### config.mk
export PLATFORM = sky130hd
export DESIGN_NAME = op_sequencer
export DESIGN_NICKNAME = d
export VERILOG_FILES = /design/src/rtl/op_seq_pkg.sv /design/src/rtl/op_seq_operand_bank.sv /design/src/rtl/op_sequencer.sv
export SDC_FILE = /design/constraint.sdc
export NUM_CORES = 1
export LEC_CHECK = 0
export BUFFER_PORTS_ARGS = -buffer_cell sky130_fd_sc_hd__buf_4
export CAP_MARGIN = 20
export CELL_PAD_IN_SITES_DETAIL_PLACEMENT = 0
export CELL_PAD_IN_SITES_GLOBAL_PLACEMENT = 2
export CORE_UTILIZATION = 28
export CTS_BUF_LIST = sky130_fd_sc_hd__clkbuf_8
export DETAILED_ROUTE_END_ITERATION = 8
export GPL_TIMING_DRIVEN = 0
export PLACE_DENSITY_LB_ADDON = 0.1
export SKIP_CTS_REPAIR_TIMING = 1
export SLEW_MARGIN = 20
export SYNTH_ARGS = -nofsm -noshare
export SYNTH_HDL_FRONTEND = slang
export SYNTH_SLANG_ARGS = --single-unit
export TNS_END_PERCENT = 100
### constraint.sdc
create_clock -name clk -period 3.3 [get_ports clk]
set_clock_uncertainty 0.2 [all_clocks]
set_input_delay 0.66 -clock clk [delete_from_list [all_inputs] [get_ports clk]]
set_output_delay 0.66 -clock clk [all_outputs]
set_load 0.01 [all_outputs]
### src/rtl/op_seq_pkg.sv
// Shared types and constants for the operand/operation sequencer.
// The optional DO_OP watchdog in op_sequencer is enabled with OP_SEQ_TIMEOUT_EN.
package op_seq_pkg;

  typedef enum logic [2:0] {
    ST_IDLE       = 3'd0,
    ST_LOAD       = 3'd1,
    ST_WAIT_START = 3'd2,
    ST_VALIDATE   = 3'd3,
    ST_START_OP   = 3'd4,
    ST_DO_OP      = 3'd5,
    ST_READY      = 3'd6,
    ST_ERROR      = 3'd7
  } state_e;

  localparam logic [1:0] ERR_NONE = 2'b00;
  localparam logic [1:0] ERR_VAL  = 2'b01;
  localparam logic [1:0] ERR_TMO  = 2'b10;

  localparam int DEF_NUM_OPERANDS   = 2;
  localparam int DEF_DATA_W         = 16;
  localparam int DEF_MODE_W         = 2;
  localparam int DEF_TIMEOUT_CYCLES = 1024;
  localparam int CNT_W              = 16;

endpackage

### src/rtl/op_seq_operand_bank.sv
// NUM_OPERANDS x DATA_W operand register file: one indexed write port,
// all entries visible on a flattened read bus (entry k at [k*DATA_W +: DATA_W]).
module op_seq_operand_bank
  import op_seq_pkg::*;
#(
  parameter int NUM_OPERANDS = DEF_NUM_OPERANDS,
  parameter int DATA_W       = DEF_DATA_W,
  parameter int IDX_W        = $clog2(DEF_NUM_OPERANDS) + 1
) (
  input  logic                           clk,
  input  logic                           rst,
  input  logic                           wr_en_i,
  input  logic [IDX_W-1:0]               wr_idx_i,
  input  logic [DATA_W-1:0]              wr_data_i,
  output logic [NUM_OPERANDS*DATA_W-1:0] rd_bus_o
);

  logic [DATA_W-1:0] mem_q [NUM_OPERANDS];

  always_ff @(posedge clk) begin
    if (rst) begin
      for (int k = 0; k < NUM_OPERANDS; k++) mem_q[k] <= '0;
    end else if (wr_en_i) begin
      for (int k = 0; k < NUM_OPERANDS; k++) begin
        if (wr_idx_i == IDX_W'(k)) mem_q[k] <= wr_data_i;
      end
    end
  end

  for (genvar g = 0; g < NUM_OPERANDS; g++) begin : g_rd
    assign rd_bus_o[g*DATA_W +: DATA_W] = mem_q[g];
  end

endmodule

### src/rtl/op_sequencer.sv
// Control sequencer: collects NUM_OPERANDS operands, latches a mode on start,
// validates, pulses op_en and waits for done. OP_SEQ_TIMEOUT_EN adds a DO_OP watchdog.
module op_sequencer
  import op_seq_pkg::*;
#(
  parameter int NUM_OPERANDS   = DEF_NUM_OPERANDS,
  parameter int DATA_W         = DEF_DATA_W,
  parameter int MODE_W         = DEF_MODE_W,
  parameter int TIMEOUT_CYCLES = DEF_TIMEOUT_CYCLES
) (
  input  logic                              clk,
  input  logic                              rst,
  input  logic                              load,
  input  logic [DATA_W-1:0]                 data_in,
  input  logic                              start,
  input  logic [MODE_W-1:0]                 mode_in,
  input  logic                              error,
  input  logic                              done,
  output logic [NUM_OPERANDS*DATA_W-1:0]    operands_out,
  output logic [MODE_W-1:0]                 mode_out,
  output logic [$clog2(NUM_OPERANDS):0]     load_idx,
  output logic                              val,
  output logic                              op_en,
  output logic                              busy,
  output logic                              ready,
  output logic                              error_out,
  output logic [1:0]                        err_code
);

  localparam int IDX_W = $clog2(NUM_OPERANDS) + 1;
  localparam logic [IDX_W-1:0] IDX_LAST = IDX_W'(NUM_OPERANDS);

  if (NUM_OPERANDS < 1 || NUM_OPERANDS > 16) begin : g_bad_num_operands
    $error("op_sequencer: NUM_OPERANDS must be in 1..16");
  end
  if (TIMEOUT_CYCLES < 2 || TIMEOUT_CYCLES > 65535) begin : g_bad_timeout
    $error("op_sequencer: TIMEOUT_CYCLES must be in 2..65535");
  end

  state_e              state_q, state_d;
  logic [IDX_W-1:0]    idx_q, idx_d;
  logic [MODE_W-1:0]   mode_q, mode_d;
  logic [1:0]          err_q, err_d;

  logic                capture_st;
  logic                restart_st;
  logic                wr_en;
  logic [IDX_W-1:0]    wr_idx;
  logic [IDX_W-1:0]    idx_inc;

`ifdef OP_SEQ_TIMEOUT_EN
  localparam logic [CNT_W-1:0] CNT_LAST = CNT_W'(TIMEOUT_CYCLES - 1);
  logic [CNT_W-1:0]    cnt_q, cnt_d;
`endif

  assign capture_st = (state_q == ST_IDLE) || (state_q == ST_LOAD) ||
                      (state_q == ST_READY) || (state_q == ST_ERROR);
  assign restart_st = (state_q == ST_READY) || (state_q == ST_ERROR);
  assign wr_en      = load && capture_st;
  // A new batch after READY/ERROR always starts over at operand 0.
  assign wr_idx     = restart_st ? '0 : idx_q;
  assign idx_inc    = restart_st ? IDX_W'(1)
                    : ((idx_q < IDX_LAST) ? idx_q + IDX_W'(1) : idx_q);

  op_seq_operand_bank #(
    .NUM_OPERANDS (NUM_OPERANDS),
    .DATA_W       (DATA_W),
    .IDX_W        (IDX_W)
  ) u_bank (
    .clk       (clk),
    .rst       (rst),
    .wr_en_i   (wr_en),
    .wr_idx_i  (wr_idx),
    .wr_data_i (data_in),
    .rd_bus_o  (operands_out)
  );

  always_ff @(posedge clk) begin
    if (rst) state_q <= ST_IDLE;
    else     state_q <= state_d;
  end

  always_ff @(posedge clk) begin
    if (rst) begin
      idx_q  <= '0;
      mode_q <= '0;
      err_q  <= ERR_NONE;
`ifdef OP_SEQ_TIMEOUT_EN
      cnt_q  <= '0;
`endif
    end else begin
      idx_q  <= idx_d;
      mode_q <= mode_d;
      err_q  <= err_d;
`ifdef OP_SEQ_TIMEOUT_EN
      cnt_q  <= cnt_d;
`endif
    end
  end

  always_comb begin
    state_d = state_q;
    idx_d   = idx_q;
    mode_d  = mode_q;
    err_d   = err_q;
`ifdef OP_SEQ_TIMEOUT_EN
    cnt_d   = cnt_q;
`endif
    if (wr_en) begin
      idx_d = idx_inc;
      if (restart_st) err_d = ERR_NONE;
    end
    case (state_q)
      ST_IDLE, ST_LOAD, ST_READY, ST_ERROR: begin
        if (load) state_d = (idx_inc == IDX_LAST) ? ST_WAIT_START : ST_LOAD;
      end
      ST_WAIT_START: begin
        if (start) begin
          mode_d  = mode_in;
          state_d = ST_VALIDATE;
        end
      end
      ST_VALIDATE: begin
        if (error) begin
          err_d   = ERR_VAL;
          state_d = ST_ERROR;
        end else begin
          state_d = ST_START_OP;
        end
      end
      ST_START_OP: begin
        state_d = ST_DO_OP;
`ifdef OP_SEQ_TIMEOUT_EN
        cnt_d   = '0;
`endif
      end
      ST_DO_OP: begin
`ifdef OP_SEQ_TIMEOUT_EN
        cnt_d = cnt_q + CNT_W'(1);
        if (done) begin
          state_d = ST_READY;
        end else if (cnt_q == CNT_LAST) begin
          err_d   = ERR_TMO;
          state_d = ST_ERROR;
        end
`else
        if (done) state_d = ST_READY;
`endif
      end
      default: begin
        state_d = ST_IDLE;
        idx_d   = '0;
      end
    endcase
  end

  // Status outputs are a pure decode of the registered state.
  always_comb begin
    val       = (state_q == ST_VALIDATE);
    op_en     = (state_q == ST_START_OP);
    busy      = (state_q == ST_VALIDATE) || (state_q == ST_START_OP) ||
                (state_q == ST_DO_OP);
    ready     = (state_q == ST_READY);
    error_out = (state_q == ST_ERROR);
  end

  assign mode_out = mode_q;
  assign load_idx = idx_q;
  assign err_code = err_q;

endmodule

==> flow_results.org <==
** Outcome
- The flow ran to the end, and the final reports show no timing, DRC or antenna violations.

** Floorplanning
- Starting utilization of the core area :: 0.290
- Area of the core region :: between 0.005 and 0.006 sq mm
- Pin placement for this block handled 67 I/O pins.
- The initialized floorplan defines 27 standard-cell rows.
- Vertical die dimension :: about 78 um
- The die covers roughly 0.006 sq mm.
- Die span in x :: 77.5 um

** Place
- At the end of routability-driven placement, the weighted congestion stood at 0.690.
- Total of buffers placed on input and output ports :: 65
- Detailed placement ended at an HPWL of approximately 2500 um.
- Setup Slack @ Placement :: 0.712 ns

** Timing
- In this run the tightest slew margin relative to its limit is 0.645.
- Hold violation count in the final report :: 0
- In the finished design, the share of the clock period the worst path needs comes to 0.773.
- Final critical delay including setup and external delays :: between 2 and 3 ns
- Derived from the worst setup path, the maximum achievable clock frequency is 392 MHz.
- Least-Margin Pin Slew :: roughly 0.53 ns
- Final setup violation count :: 0
- Final hold analysis gives a worst-case slack of 0.266 ns.
- Setup repair after global routing left no endpoint under its margin.
- The number of max-slew violations in the final report is 0.
- Smallest setup slack after layout :: 0.748 ns

** Yosys
- Number of nets produced by synthesis :: 140
- In this run, distinct cell masters in the synthesized netlist total 29.
- Largest area contributor in the synthesized netlist :: sky130_fd_sc_hd__edfxtp_1
- In the synthesized netlist, the cells that appear most often are 32 x sky130_fd_sc_hd__edfxtp_1, 16 x sky130_fd_sc_hd__and2_1, 9 x sky130_fd_sc_hd__dfxtp_1.
- In the synthesized netlist, the number of instances is 113.
- Ys flop type :: sky130_fd_sc_hd__edfxtp_1
- Yosys warnings :: 0
- Dominant cells by area after synthesis :: sky130_fd_sc_hd__edfxtp_1 60%, sky130_fd_sc_hd__dfxtp_1 11%, sky130_fd_sc_hd__and2_1 6.3%, sky130_fd_sc_hd__ha_1 2.3%, sky130_fd_sc_hd__inv_1 1.6%
- Netlist area before placement :: 0.00160 sq mm
- For this run, asynchronously set or reset flops after synthesis account for 0.
- Register area share after synthesis :: 0.714
- Count of flip-flops with a built-in enable after synthesis :: 32
- A synthesized cell averages 14.1 sq um.
- Among all cell types in the netlist, the one instantiated most often is sky130_fd_sc_hd__edfxtp_1.
- Post-synthesis sequential element count :: 41
- Top cell type's share of synthesized area :: 0.601

** Critical path
- Worst Setup EP :: u_bank.mem_q[0][23]
- The worst setup path is launched from a register.
- The signal on the critical path passes through inv_1, ha_1, nand2_1, o41ai_4, buf_4.
- Data arrives at the worst endpoint at 2.34 ns.
- In this run the worst setup path begins at state_q[1].
- On the critical path, the stage with the largest delay is an instance of sky130_fd_sc_hd__o41ai_4.
- Worst reg-to-reg path cell count :: 5
- Across all register-to-register paths, the minimum setup slack is between 0.7 and 0.8 ns.
- For this run, the slowest stage of the critical path takes ~0.50 ns.
- Worst reg2reg startpoint :: state_q[1]
- In this run the worst path has a maximum fanout of 11.
- In this run the critical register-to-register path is captured at u_bank.mem_q[0][23].
- The worst setup path is captured at a register.
- Critical setup path kind :: reg -> reg
- For the worst setup path, the data required time is 3.09 ns.

** Clock network
- Number of sinks handled by clock tree synthesis :: 41
- Master cell of the clock root buffer :: sky130_fd_sc_hd__clkbuf_8
- Clock transition time at the flip-flop clock pins of the worst setup and hold paths :: 0.07 ns
- Source-to-sink clock delay at the later pin of the worst-skew pair :: 0.28 ns
- The clock passes through at most 2 buffers.
- CTS HTree Levels :: 2
- TritonCTS built the clock tree.
- Clock buffer count from CTS :: 5

** Detailed routing
- Using the TritonRoute via totals, the vias-per-cell ratio works out to 4.44.
- Iteration-0 DRC Markers :: 18
- Dividing the detail-routed wire length by the instance count gives 13.0 um.
- Final Routed Wirelength :: approximately 3400 um
- Vias after detailed routing :: 1151
- The pre-antenna-repair detailed-routing pass consisted of 4 iterations.
- In the routed design, unresolved DRC markers number 0.
- In this run the remaining antenna-violating nets after routing total 0.

** GRT
- First-pass GRT wire length :: 5150 um
- Total overflow reported by the global router :: 0
- Initial antenna violation count :: 0
- Entering global routing, the biggest net connects 13 pins.
- Across every metal layer, demand over resource in global routing totals 0.114.
- The via count of the first global-routing pass was 1120.

** Run
- Reported max-cap violation count :: 0

** Layout
- The number of antenna diodes in the final layout is 0.
- Synthesis-to-layout area growth :: 45.5%
- In the final layout, the share of cells above drive strength 1 is 0.439.
- Net count reported at finish :: 214

** Power
- Across the VDD grid, the largest voltage drop is between 200 and 250 uV.
- Power density over cell area :: 750 mW/mm^2
- Pwr Total :: 0.00174 W
- Leakage power total :: 1.00 nW

** Worst hold path
- Class of the most critical hold timing path :: reg -> reg
-- state kept, by name, summed over array words and instances (netlist names) --
name          flops
load_idx          2
mode_out          2
u_bank.mem_q     32
state_q           3
err_code          2
-- layer usage --
metal,part of all wire,GRT usage
met5,0,0
met4,0.0071,0.0509
met3,0.063,0.0376
met2,0.52,0.201
met1,0.41,0.123
-- logic make-up after synthesis --
group / Yosys count / share of synthesized area
AND/OR/NAND/NOR: 42 / 0.157
multiplexers: 2 / 0.0125
flip-flops: 41 / 0.714
buffers and inverters: 10 / 0.0290
AO/OA/AOI/OAI: 15 / 0.0642
adder cells (fa/ha/maj): 3 / 0.0235
-- how the worst min path moves through the flow --
| stage | start | to | slack (ns) | cells past startpoint |
|---|---|---|---|---|
| 6_report | err_code[0] | err_code[0] | 0.27 | 2 |
| 5_1_grt | err_code[0] | err_code[0] | 0.31 | 2 |
| 3_5_place_dp | err_code[0] | err_code[0] | 0.26 | 2 |
| 4_1_cts | err_code[0] | err_code[0] | 0.27 | 2 |
| 2_1_floorplan | err_code[0] | err_code[0] | 0.28 | 2 |
| 3_3_place_gp | err_code[0] | err_code[0] | 0.25 | 2 |
-- through the flow --
| stage | cell area [sq um] | setup TNS, ns | util | instances |
|---|---|---|---|---|
| 3_3_place_gp | 2180 | -6.66 | 0.397 | 250 |
| 3_5_place_dp | 2220 | 0 | 0.403 | 252 |
| 2_1_floorplan | 1610 | 0 | - | 113 |
| 5_1_grt | 2320 | 0 | 0.422 | 259 |
| 6_report | 2320 | 0 | 0.422 | 259 |
| 4_1_cts | 2320 | 0 | 0.422 | 259 |
-- cell usage in the layout, fill, tap and decap left out, types with 2 or more instances in the layout --
cell type	count
sky130_fd_sc_hd__nor3_1	2
sky130_fd_sc_hd__a211oi_1	2
sky130_fd_sc_hd__nand2_1	5
sky130_fd_sc_hd__a21oi_1	5
sky130_fd_sc_hd__ha_1	3
sky130_fd_sc_hd__clkbuf_8	5
sky130_fd_sc_hd__nor3b_1	2
sky130_fd_sc_hd__dfxtp_1	9
sky130_fd_sc_hd__mux2i_1	2
sky130_fd_sc_hd__inv_1	7
sky130_fd_sc_hd__buf_4	66
sky130_fd_sc_hd__nand3_1	2
sky130_fd_sc_hd__and2_1	16
sky130_fd_sc_hd__nor3_2	2
sky130_fd_sc_hd__nor4bb_1	2
sky130_fd_sc_hd__nor2_1	7
sky130_fd_sc_hd__edfxtp_1	32
-- power by group --
part           switching, W  internal (W)  leakage (nW)
logic              0.000292      0.000288         0.537
clock network      0.000162      0.000220        0.0540
registers         0.0000591      0.000723         0.411
total              0.000513       0.00123          1.00
-- critical path: cells and delay by family (launching register included) --
family,cells,cell delay [ns]
compound gates,1,0.50
simple gates,1,0.23
buf+inv,2,0.46
flops,1,0.45
fa+ha+maj,1,0.41
-- area by class of cell --
cell class / count / area, sq um
Buffer: 3 / 20.0
Clock buffer: 5 / 68.8
Clock inverter: 2 / 35.0
Fill cell: 527 / 3180
Inverter: 7 / 26.3
Multi-Input combinational cell: 62 / 433
Sequential cell: 41 / 1140
Tap cell: 72 / 90.1
Timing Repair Buffer: 67 / 510
Power figures use the tool's default switching activity.
